[src/rtl/ddram_arb.sv]
// Purpose : three-client arbiter sharing one DDRAM port (8-bit read / 16-bit write, toggle req/ack).
// Latency : one grant cycle plus the port latency; at least one idle cycle follows every transaction.
// Backpress: one transaction in flight; other pending clients wait, the granted client is frozen until its ack toggles.
//
// Ports:
//   DDRAM_CLK, reset            clock, async active-high reset
//   RR                          1 = round-robin, 0 = fixed priority (ch0 highest)
//   chN_addr/din/wr/req         client request (toggle handshake), N = 0..2
//   chN_ack, chN_dout           client ack toggle and last read byte
//   wraddr, din, we_req/we_ack  port write channel
//   rdaddr, rd_req/rd_ack, dout port read channel (dout is combinational from rdaddr)
//   busy, grant                 transaction outstanding, index of served client
module ddram_arb (
  input  logic        DDRAM_CLK,
  input  logic        reset,
  input  logic        RR,

  input  logic [27:0] ch0_addr,
  input  logic [15:0] ch0_din,
  input  logic        ch0_wr,
  input  logic        ch0_req,
  output logic        ch0_ack,
  output logic [7:0]  ch0_dout,

  input  logic [27:0] ch1_addr,
  input  logic [15:0] ch1_din,
  input  logic        ch1_wr,
  input  logic        ch1_req,
  output logic        ch1_ack,
  output logic [7:0]  ch1_dout,

  input  logic [27:0] ch2_addr,
  input  logic [15:0] ch2_din,
  input  logic        ch2_wr,
  input  logic        ch2_req,
  output logic        ch2_ack,
  output logic [7:0]  ch2_dout,

  output logic [27:0] wraddr,
  output logic [15:0] din,
  output logic        we_req,
  input  logic        we_ack,

  output logic [27:0] rdaddr,
  output logic        rd_req,
  input  logic        rd_ack,
  input  logic [7:0]  dout,

  output logic        busy,
  output logic [1:0]  grant
);

  typedef enum logic [1:0] {SYNC, IDLE, BUSY} state_t;

  state_t      state;
  logic [2:0]  ack_q;
  logic [7:0]  dout_q [3];
  logic [1:0]  rr;
  logic        cur_wr;

  logic [2:0]  req_v;
  logic [2:0]  pend;
  logic        any_pend;
  logic [1:0]  win;
  logic [1:0]  c0, c1, c2;
  logic [27:0] sel_addr;
  logic [15:0] sel_din;
  logic        sel_wr;
  logic        done;

  function automatic logic [1:0] inc3(input logic [1:0] x);
    return (x == 2'd2) ? 2'd0 : x + 2'd1;
  endfunction

  assign req_v    = {ch2_req, ch1_req, ch0_req};
  assign pend     = req_v ^ ack_q;
  assign any_pend = |pend;

  assign ch0_ack  = ack_q[0];
  assign ch1_ack  = ack_q[1];
  assign ch2_ack  = ack_q[2];
  assign ch0_dout = dout_q[0];
  assign ch1_dout = dout_q[1];
  assign ch2_dout = dout_q[2];

  // Only the channel that was toggled for this transaction is watched.
  assign done = cur_wr ? (we_ack == we_req) : (rd_ack == rd_req);

  // Winner select: round-robin scans rr, rr+1, rr+2 (mod 3); fixed picks lowest index.
  always_comb begin
    c0  = rr;
    c1  = inc3(rr);
    c2  = inc3(c1);
    win = 2'd0;
    if (RR) begin
      if (pend[c0])      win = c0;
      else if (pend[c1]) win = c1;
      else               win = c2;
    end else begin
      if (pend[0])       win = 2'd0;
      else if (pend[1])  win = 2'd1;
      else               win = 2'd2;
    end
  end

  always_comb begin
    sel_addr = ch0_addr;
    sel_din  = ch0_din;
    sel_wr   = ch0_wr;
    case (win)
      2'd1: begin
        sel_addr = ch1_addr;
        sel_din  = ch1_din;
        sel_wr   = ch1_wr;
      end
      2'd2: begin
        sel_addr = ch2_addr;
        sel_din  = ch2_din;
        sel_wr   = ch2_wr;
      end
      default: ;
    endcase
  end

  always_ff @(posedge DDRAM_CLK or posedge reset) begin
    if (reset) begin
      state     <= SYNC;
      we_req    <= 1'b0;
      rd_req    <= 1'b0;
      wraddr    <= '0;
      rdaddr    <= '0;
      din       <= '0;
      ack_q     <= '0;
      dout_q[0] <= '0;
      dout_q[1] <= '0;
      dout_q[2] <= '0;
      rr        <= 2'd0;
      grant     <= 2'd0;
      busy      <= 1'b0;
      cur_wr    <= 1'b0;
    end else begin
      case (state)
        // Realign every toggle pair so nothing outstanding across reset is replayed.
        SYNC: begin
          we_req <= we_ack;
          rd_req <= rd_ack;
          ack_q  <= req_v;
          state  <= IDLE;
        end
        IDLE: begin
          if (any_pend) begin
            grant  <= win;
            busy   <= 1'b1;
            cur_wr <= sel_wr;
            if (sel_wr) begin
              wraddr <= sel_addr;
              din    <= sel_din;
              we_req <= ~we_req;
            end else begin
              rdaddr <= sel_addr;
              rd_req <= ~rd_req;
            end
            state <= BUSY;
          end
        end
        BUSY: begin
          if (done) begin
            ack_q <= ack_q ^ (3'b001 << grant);
            if (!cur_wr) dout_q[grant] <= dout;
            rr    <= inc3(grant);
            busy  <= 1'b0;
            state <= IDLE;
          end
        end
        default: state <= SYNC;
      endcase
    end
  end

endmodule

[config.mk]
export PLATFORM = sky130hd
export DESIGN_NAME = ddram_arb
export DESIGN_NICKNAME = d
export VERILOG_FILES = /design/src/rtl/ddram_arb.sv
export SDC_FILE = /design/constraint.sdc
export NUM_CORES = 1
export LEC_CHECK = 0
export ABC_AREA = 1
export CAP_MARGIN = 20
export CORE_MARGIN = 5
export CORE_UTILIZATION = 44
export CTS_CLUSTER_SIZE = 25
export DETAILED_ROUTE_END_ITERATION = 12
export PLACE_DENSITY = 0.86
export SYNTH_ARGS = -nofsm -noshare
export SYNTH_HDL_FRONTEND = slang
export SYNTH_SLANG_ARGS = --single-unit
[constraint.sdc]
create_clock -name DDRAM_CLK -period 5.13 [get_ports DDRAM_CLK]
set_input_delay 0.513 -clock DDRAM_CLK [delete_from_list [all_inputs] [get_ports DDRAM_CLK]]
set_output_delay 0.513 -clock DDRAM_CLK [all_outputs]
set_load 0.01 [all_outputs]
==> out/results.tsv, run 1 <==
metric	value	unit
Max Cap Viol	0	
top cells by area, synth	dfrtp_1, nand2_1, o21ai_1, o21ai_0, o2bb2ai_1	
Critical Path Sink Type	flop	
dpl cell area	7900	um^2
non-filler cells, final	986	
most used cell, CP	nand2_1	
startpoint types	primary input	
cell count after synthesis	601	
fin nets	987	
final setup vio count	0	
post-route clock period utilization	0.723	
Synth cell types	33	
Reg clk slew, reported paths	0.07	ns
skew final	0.00774	ns
number of DRC markers in iteration 0	388	
TritonRoute pass-1 iters	5	
Final min period	3.71	ns
mapped cell area	5330	um^2
Total Routing Usage GR	0.237	
register bit total from synthesis	109	
Crit Path Category	in2reg	
critical path arrival	3.94	ns
Die ar.	14400	um^2
port bufs	254	
Die X	120	um
IO Count	255	
# rows	40	
setup bufs post-CTS	0	
Critical Path Fanout Max	87	
CP max stage delay	0.60	ns
initial antenna violation count	0	
grt total ovfl	0	
CTS Hold Bufs	0	
layout cell share with drive strength beyond 1	0.0787	
H-tree levels	3	
top cell type's share of synthesized area	0.512	
Core Area	12000	um^2
syn_area_per_cell	8.86	um^2
Die H	120	um
Yosys top cell by area	dfrtp_1	
drt wl/cell	17.7	um
Area Overhead vs Synth	54.0	%
clk_lat worst skew	0.35	ns
vias in the first global route	5377	
slowest CP cell	inv_4	
via count	5167	
sequential-to-total area share from yosys stat	0.512	
Max clock buf depth	2	
cell area after layout	8200	um^2
number of instances in the placed design	970	
final wirelength	17500	um
post-route ant nets	0	
FILL cells	934	
Vias/cell	5.24	
Synthesized Nets	754	
Initial Util	0.445	
Worst-Margin Slew	0.881	ns
Max VDD drop	0.552	mV
Slew Viols, Final	0	
static leakage	3.63	nW
CTS Sinks	109	
final hold vios	0	
crit-path cells	clkdlybuf4s50_1 -> nand2_1 -> nand3_1 -> nand2_1 -> nor2_1 -> nand2_1 -> nand2_1 -> nand2_1 -> nand2_1 -> inv_1 -> ha_2 -> inv_2 -> nand3_1 -> o21ai_2 -> nor2_4 -> inv_4 -> nand2_1 -> nand2_1 -> o21ai_1	
Required @ worst endpoint	5.36	ns
outcome	completed	
routability cong.	0.935	
RSZ-0062 raised after global routing	no	
Clock Tree Root	clkbuf_16	
fmax	0.270	GHz
setup tns final	0	ns
first-pass GRT wire length	27500	um
DPL Wire Length	13200	um
# diodes	0	
worst hold path class	reg2reg	
Yosys warnings	0	
CTS tree	built	
Slew headroom	0.413	
largest net degree at the start of global routing	88	
total CTS buffers	9	
cell area power density	649	nW/um^2
PostCTS Resize Cnt	0	
number of remaining DRC errors	0	
## routing by layer
metal | up-vias | global-route usage | part of all wire
li1 | 2491 | - | -
met1 | 2429 | 0.277 | 0.38
met2 | 207 | 0.412 | 0.51
met3 | 40 | 0.0693 | 0.080
met4 | 0 | 0.0845 | 0.028
met5 | - | 0 | 0
## sequential cells by signal, indices dropped and copies added (netlist names)
name,flops
ack_q,3
busy,1
c0,2
ch0_dout,8
ch1_dout,8
ch2_dout,8
cur_wr,1
din,16
grant,2
rd_req,1
rdaddr,28
state,2
we_req,1
wraddr,28
## synth_stat cells (all sizes together)
master   number
clkbuf       19
mux2i        16
nand4         2
mux2          1
nor2         17
inv          37
dfrtp       109
a21oi        35
nand2       177
nand3        18
o2bb2ai      25
xnor2         1
a22oi         2
o31ai         1
ha            2
o21ai       104
nand3b        1
a22o         16
buf          18
## through the flow
stage	worst slack (ns)	util	hold WS [ns]	power [mW]
final	1.42	0.686	0.482	5.32
after global routing	0.926	0.686	0.507	5.72
after CTS	1.40	0.686	0.488	5.36
after detailed placement	1.14	0.660	0.467	4.61
after global placement	1.27	0.660	0.465	4.49
after floorplan	1.74	-	0.475	3.36
## logic make-up (layout without fill, tap and decap cells)
family | after synthesis | after routing | share of synthesized area
mux | 17 | 17 | 0.0322
flops | 109 | 109 | 0.512
simple gates | 215 | 215 | 0.174
buf+inv | 74 | 312 | 0.0655
fa+ha+maj | 2 | 2 | 0.00470
compound gates | 183 | 183 | 0.210
xor+xnor | 1 | 1 | 0.00164
## worst max-delay path: cells and delay by family
kind,cells,cell delay (ns)
AO/OA/AOI/OAI,2,0.20
buffers and inverters,4,1.60
adder cells (fa/ha/maj),1,0.29
AND/OR/NAND/NOR,12,1.34
## area by class of cell
type / instances / area [um^2] / area share
clock buffers: 10 / 239 / 0.0291
inverters: 37 / 144 / 0.0175
clock inverters: 6 / 68.8 / 0.00839
repair buffers: 259 / 2580 / 0.315
flip-flops and latches: 109 / 2730 / 0.333
multi-input cells: 418 / 2260 / 0.275
well taps: 147 / 184 / 0.0224
## final timing paths
path / from / to / slack [ns] / depth (start not counted)
setup reg to reg: c0[1] / we_req / 1.65 / 18
max in group asynchronous: reset / din[4] / 3.37 / 3
setup / recovery: ch1_req / we_req / 1.42 / 19
hold / removal: wraddr[25] / wraddr[25] / 0.48 / 2
min in group asynchronous: reset / rdaddr[21] / 0.65 / 2
hold reg to reg: wraddr[25] / wraddr[25] / 0.48 / 2
## layout by cell type, fill, tap and decap left out
cell / count
clkdlybuf4s50_1: 254
nand2_1: 158
dfrtp_1: 109
o21ai_1: 48
o21ai_0: 45
a21oi_1: 35
inv_1: 31
o2bb2ai_1: 25
nand2_2: 18
a22o_1: 16
mux2i_1: 16
nand3_1: 15
nor2_1: 14
o21ai_2: 11
clkbuf_16: 9
buf_4: 5
inv_2: 4
nor2_4: 2
nand3_2: 2
inv_4: 2
nand4_1: 2
a22oi_1: 2
ha_2: 2
clkinv_2: 2
xnor2_1: 1
nor2_2: 1
nand3_4: 1
nand2_4: 1
mux2_2: 1
nand3b_1: 1
o31ai_1: 1
inv_8: 1
clkinv_4: 1
inv_6: 1
bufinv_16: 1
clkbuf_8: 1
## report_power, final
group	total, mW	internal, mW	switching [mW]
Clock	0.719	0.397	0.322
Combinational	3.10	1.37	1.73
Sequential	1.50	1.25	0.249
No activity file was read; power rests on OpenSTA's default activity.
==> inputs of run 2 (changes only) <==
--- a/config.mk
+++ b/config.mk
@@ -8,10 +8,10 @@
 export ABC_AREA = 1
 export CAP_MARGIN = 20
 export CORE_MARGIN = 5
-export CORE_UTILIZATION = 44
+export CORE_UTILIZATION = 41
 export CTS_CLUSTER_SIZE = 25
 export DETAILED_ROUTE_END_ITERATION = 12
-export PLACE_DENSITY = 0.86
+export PLACE_DENSITY = 0.81
 export SYNTH_ARGS = -nofsm -noshare
 export SYNTH_HDL_FRONTEND = slang
 export SYNTH_SLANG_ARGS = --single-unit
==> constraint.sdc (replaced) <==
create_clock -name DDRAM_CLK -period 3.5 [get_ports DDRAM_CLK]
set_input_delay 0.35 -clock DDRAM_CLK [delete_from_list [all_inputs] [get_ports DDRAM_CLK]]
set_output_delay 0.35 -clock DDRAM_CLK [all_outputs]
set_load 0.01 [all_outputs]
==> out/results.tsv, run 2 (same netlist as run 1, synthesis figures left out) <==
metric	value	unit	change
Core Area	12700	um^2	was 12000 um^2
skew final	0.0114	ns	was 0.00774 ns
drt wl/cell	17.1	um	was 17.7 um
static leakage	3.66	nW	was 3.63 nW
number of DRC markers in iteration 0	288		was 388
setup tns final	0	ns	unchanged
Total Routing Usage GR	0.221		was 0.237
total CTS buffers	9		unchanged
H-tree levels	3		unchanged
Max Cap Viol	0		unchanged
Fin Hold WS	0.470	ns	was 0.482 ns
dpl cell area	8000	um^2	was 7900 um^2
# rows	41		was 40
Slew headroom	0.546		was 0.413
RSZ-0062 raised after global routing	no		unchanged
vias in the first global route	5321		was 5377
PostCTS Resize Cnt	0		unchanged
grt total ovfl	0		unchanged
R2R cell count	14		was 18
Initial Util	0.420		was 0.445
Core Util, Final	0.655		was 0.686
largest net degree at the start of global routing	57		was 88
post-route clock period utilization	0.812		
setup slack, reg-to-reg	0.75	ns	was 1.65 ns
via count	5168		was 5167
reg2reg end	rdaddr[25]		was we_req
Top Registers	rdaddr x28, wraddr x28, din x16		unchanged
CP top delay family	buffers and inverters		unchanged
setup bufs post-CTS	0		unchanged
Max clock buf depth	2		unchanged
initial antenna violation count	0		unchanged
Die ar.	15400	um^2	was 14400 um^2
cell area power density	945	nW/um^2	was 649 nW/um^2
final wirelength	17400	um	was 17500 um
# diodes	0		unchanged
port bufs	254		unchanged
CP max stage delay	0.50	ns	was 0.60 ns
TritonRoute pass-1 iters	4		was 5
Crit Path Category	in2reg		unchanged
Clock Tree Root	clkbuf_16		unchanged
critical path arrival	3.10	ns	was 3.94 ns
Required @ worst endpoint	3.76	ns	was 5.36 ns
Bufs and invs on worst path	4		unchanged
fin nets	992		was 987
crit-path cells	clkdlybuf4s50_1 -> inv_1 -> nand2_2 -> nand2_2 -> o21ai_0 -> nand2_1 -> nand3_1 -> nand2_1 -> nand2_1 -> inv_1 -> ha_2 -> buf_4 -> a21oi_1 -> a21oi_1 -> nor2_1 -> a21oi_1		was clkdlybuf4s50_1 -> nand2_1 -> nand3_1 -> nand2_1 -> nor2_1 -> nand2_1 -> nand2_1 -> nand2_1 -> nand2_1 -> inv_1 -> ha_2 -> inv_2 -> nand3_1 -> o21ai_2 -> nor2_4 -> inv_4 -> nand2_1 -> nand2_1 -> o21ai_1
slowest CP cell	clkdlybuf4s50_1		was inv_4
worst hold path class	in2async		was reg2reg
startpoint types	primary input		unchanged
Stages on worst setup path	16		was 19
FF-to-FF Start	c0[1]		unchanged
final setup vio count	0		unchanged
CTS Hold Bufs	0		unchanged
Max VDD drop	0.527	mV	was 0.552 mV
routability cong.	0.830		was 0.935
outcome	completed		unchanged
Die H	124	um	was 120 um
CTS Sinks	109		unchanged
Vias/cell	5.09		was 5.24
PnR Total Power	7.84	mW	was 5.32 mW
DPL Wire Length	13400	um	was 13200 um
final hold vios	0		unchanged
layout cell share with drive strength beyond 1	0.0841		was 0.0787
post-route ant nets	0		unchanged
CTS tree	built		unchanged
Critical Path Sink Type	flop		unchanged
number of remaining DRC errors	0		unchanged
clk_lat worst skew	0.34	ns	was 0.35 ns
Worst-Margin Slew	0.681	ns	was 0.881 ns
commonest cells after routing, fill and taps aside	clkdlybuf4s50_1, nand2_1, dfrtp_1		unchanged
cell area after layout	8300	um^2	was 8200 um^2
most common cell after layout, fill and taps aside	clkdlybuf4s50_1		unchanged
Reg clk slew, reported paths	0.08	ns	was 0.07 ns
first-pass GRT wire length	26700	um	was 27500 um
IO Count	255		unchanged
Area Overhead vs Synth	55.8	%	was 54.0%
Slew Viols, Final	0		unchanged
Critical Path Fanout Max	44		was 87
fmax	0.352	GHz	
Die X	124	um	was 120 um
Final min period	2.84	ns	
## run 2: area by class of cell
class                           instances  area, um^2
Timing Repair Buffer                  264        2660
Fill cell                            1023        4370
Clock inverter                          5        42.5
Clock buffer                           11         253
Tap cell                              172         215
Multi-Input combinational cell        418        2260
Inverter                               37         144
Sequential cell                       109        2730
## run 2: per-stage QoR
step,worst slack (ns),std cells
CTS,0.701,1016
detailed placement,0.348,1000
global route,0.380,1016
global placement,0.467,1000
floorplan,0.276,601
finish,0.660,1016
## run 2: worst reg2reg max path, stage by stage, from the launching register on
cell and delay, ns:
dfrtp_1 0.44, nor2_1 0.22, nand3_1 0.14, o21ai_0 0.13, nand2_1 0.09, nand3_1 0.07
nand2_1 0.06, nand2_1 0.08, inv_1 0.05, ha_2 0.33, buf_4 0.49, a21oi_1 0.09
a21oi_1 0.26, nor2_1 0.09, a21oi_1 0.12
## run 2: worst max path at each step
stage                     startpoint         end  slack (ns)
after floorplan                reset    ack_q[0]        0.28
after global routing         ch0_req  rdaddr[25]        0.38
final                        ch0_req  rdaddr[25]        0.66
after detailed placement     ch1_req  rdaddr[27]        0.35
after global placement       ch1_req  rdaddr[25]        0.47
after CTS                    ch1_req  rdaddr[27]        0.70
## run 2: routing by layer
layer | track usage | up-vias | share of wire
met2 | 0.410 | 189 | 0.51
li1 | - | 2510 | -
met3 | 0.0836 | 21 | 0.10
met5 | 0 | - | 0
met4 | 0.0554 | 0 | 0.013
met1 | 0.236 | 2448 | 0.37
## run 2: report_power, final
group	switching (mW)	internal (mW)
Sequential	0.356	1.84
Clock	0.464	0.531
Combinational	2.55	2.10
Total	3.37	4.47
==> inputs of run 3 (changes only) <==
==> constraint.sdc (replaced) <==
create_clock -name DDRAM_CLK -period 2.7 [get_ports DDRAM_CLK]
set_input_delay 0.27 -clock DDRAM_CLK [delete_from_list [all_inputs] [get_ports DDRAM_CLK]]
set_output_delay 0.27 -clock DDRAM_CLK [all_outputs]
set_load 0.01 [all_outputs]
==> out/results.tsv, run 3 (same netlist as run 1, synthesis figures left out) <==
metric	value	unit	change
total CTS buffers	9		unchanged
register area	2730	um^2	about the same
area of the multi-input gates	2280	um^2	was 2260 um^2
post-route clock period utilization	0.934		
outcome	completed		unchanged
setup tns final	0	ns	unchanged
port bufs	254		unchanged
end of the critical path	wraddr[23]		was rdaddr[25]
TritonRoute pass-1 iters	5		was 4
number of remaining DRC errors	0		unchanged
critical path arrival	2.79	ns	was 3.10 ns
FILL cells	1013		was 1023
reg2reg end	wraddr[23]		was rdaddr[25]
Max Cap Viol	0		unchanged
skew final	0.00833	ns	was 0.0114 ns
Total Routing Usage GR	0.228		was 0.221
setup ws final	0.179	ns	was 0.660 ns
cell area power density	1250	nW/um^2	was 945 nW/um^2
Reg clk slew, reported paths	0.07	ns	was 0.08 ns
number of DRC markers in iteration 0	404		was 288
Initial Util	0.420		unchanged
final wirelength	18200	um	was 17400 um
final setup vio count	0		unchanged
clk_lat worst skew	0.35	ns	was 0.34 ns
Die H	124	um	unchanged
most used cell, CP	nand2_1		
CP max stage delay	0.43	ns	was 0.50 ns
RSZ-0062 raised after global routing	no		unchanged
final hold vios	0		unchanged
initial antenna violation count	1		was 0
Max VDD drop	0.675	mV	was 0.527 mV
Clock Tree Root	clkbuf_16		unchanged
Crit Path Category	reg2reg		was in2reg
Core Area	12700	um^2	unchanged
Final min period	2.52	ns	
most common cell after layout, fill and taps aside	clkdlybuf4s50_1		unchanged
Critical Path Fanout Max	41		was 44
largest net degree at the start of global routing	57		unchanged
Critical Path Sink Type	flop		unchanged
Slew Viols, Final	0		unchanged
vias in the first global route	5465		was 5321
Worst Setup SP	ack_q[1]		was ch0_req
Die X	124	um	unchanged
Max clock buf depth	2		unchanged
Slew headroom	0.546		about the same
via count	5309		was 5168
static leakage	3.73	nW	was 3.66 nW
setup slack, reg-to-reg	0.18	ns	was 0.75 ns
Worst-Margin Slew	0.679	ns	was 0.681 ns
R2R cell count	18		was 14
fmax	0.397	GHz	
PnR Total Power	10.6	mW	was 7.84 mW
Bufs and invs on worst path	5		was 4
commonest cells after routing, fill and taps aside	clkdlybuf4s50_1, nand2_1, dfrtp_1		unchanged
Stages on worst setup path	18		was 16
Core Util, Final	0.669		was 0.655
DPL Wire Length	14100	um	was 13400 um
CTS Sinks	109		unchanged
drt wl/cell	17.7	um	was 17.1 um
crit-path cells	inv_2 -> nand2_2 -> nand3_1 -> nand2_1 -> nor2_1 -> nand3_1 -> nand2_1 -> nand2_1 -> inv_1 -> ha_2 -> inv_2 -> nand3_1 -> o21ai_4 -> nor2_4 -> inv_4 -> buf_12 -> nand2_1 -> o21ai_1		was clkdlybuf4s50_1 -> inv_1 -> nand2_2 -> nand2_2 -> o21ai_0 -> nand2_1 -> nand3_1 -> nand2_1 -> nand2_1 -> inv_1 -> ha_2 -> buf_4 -> a21oi_1 -> a21oi_1 -> nor2_1 -> a21oi_1
Die ar.	15400	um^2	unchanged
H-tree levels	3		unchanged
routability cong.	0.843		was 0.830
IO Count	255		unchanged
first-pass GRT wire length	27400	um	was 26700 um
CP top delay family	simple AND/OR/NAND/NOR gates		was buffers and inverters
CTS tree	built		unchanged
Fin Hold WS	0.385	ns	was 0.470 ns
dpl ws	-0.177	ns	was 0.348 ns
worst hold path class	in2async		unchanged
startpoint types	flop		was primary input
# diodes	0		unchanged
Area Overhead vs Synth	59.1	%	was 55.8%
grt total ovfl	0		unchanged
Required @ worst endpoint	2.97	ns	was 3.76 ns
layout cell share with drive strength beyond 1	0.0994		was 0.0841
setup bufs post-CTS	0		unchanged
Vias/cell	5.17		was 5.09
slowest CP cell	dfrtp_1		was clkdlybuf4s50_1
fin nets	1003		was 992
Top Registers	rdaddr x28, wraddr x28, din x16		unchanged
FF-to-FF Start	ack_q[1]		was c0[1]
# rows	41		unchanged
post-route ant nets	0		unchanged
run 3: worst min path at each step:
stage	startpoint	to	slack (ns)	depth (start not counted)
CTS	reset	ch1_dout[6]	0.39	2
detailed placement	wraddr[26]	wraddr[26]	0.47	2
global placement	wraddr[25]	wraddr[25]	0.46	2
floorplan	dout[0]	ch2_dout[0]	0.43	2
finish	reset	ack_q[2]	0.39	2
global route	reset	ch1_dout[6]	0.41	2
run 3: final cells by class:
| type | count | area share |
|---|---|---|
| clock buffers | 12 | 0.0291 |
| clock inverters | 4 | 0.00665 |
| inverters | 37 | 0.0171 |
| multi-input cells | 418 | 0.269 |
| flip-flops and latches | 109 | 0.322 |
| well taps | 172 | 0.0254 |
| repair buffers | 275 | 0.330 |
run 3: worst reg2reg max path: stages (launching register included):
cell	delay (ns)
dfrtp_1	0.43
inv_2	0.08
nand2_2	0.07
nand3_1	0.11
nand2_1	0.07
nor2_1	0.15
nand3_1	0.11
nand2_1	0.09
nand2_1	0.07
inv_1	0.06
ha_2	0.28
inv_2	0.12
nand3_1	0.14
o21ai_4	0.11
nor2_4	0.07
inv_4	0.09
buf_12	0.22
nand2_1	0.11
o21ai_1	0.08
run 3: repair_timing:
| item | in CTS | in global routing |
|---|---|---|
| hold buffers | 0 | 0 |
| gates resized for setup | 0 | 8 |
| setup endpoints to repair | 0 | 71 |
| endpoints found under the hold margin | 0 | 0 |
run 3: power breakdown:
| group | total, mW | switching (mW) | leakage, nW | internal, mW |
|---|---|---|---|---|
| Clock | 1.35 | 0.593 | 0.147 | 0.753 |
| Sequential | 2.85 | 0.465 | 1.37 | 2.38 |
| Combinational | 6.37 | 3.40 | 2.22 | 2.97 |
| Total | 10.6 | 4.46 | 3.73 | 6.10 |
run 3: stage by stage:
stage	instances	area, um^2
floorplan	601	5330
global placement	1011	8150
detailed placement	1011	8150
CTS	1027	8450
global route	1027	8470
finish	1027	8470
run 3: routing by layer:
metal,track usage,routed length (um)
met5,0,13
met4,0.0780,351
met3,0.0836,1860
met2,0.412,9430
met1,0.247,6510
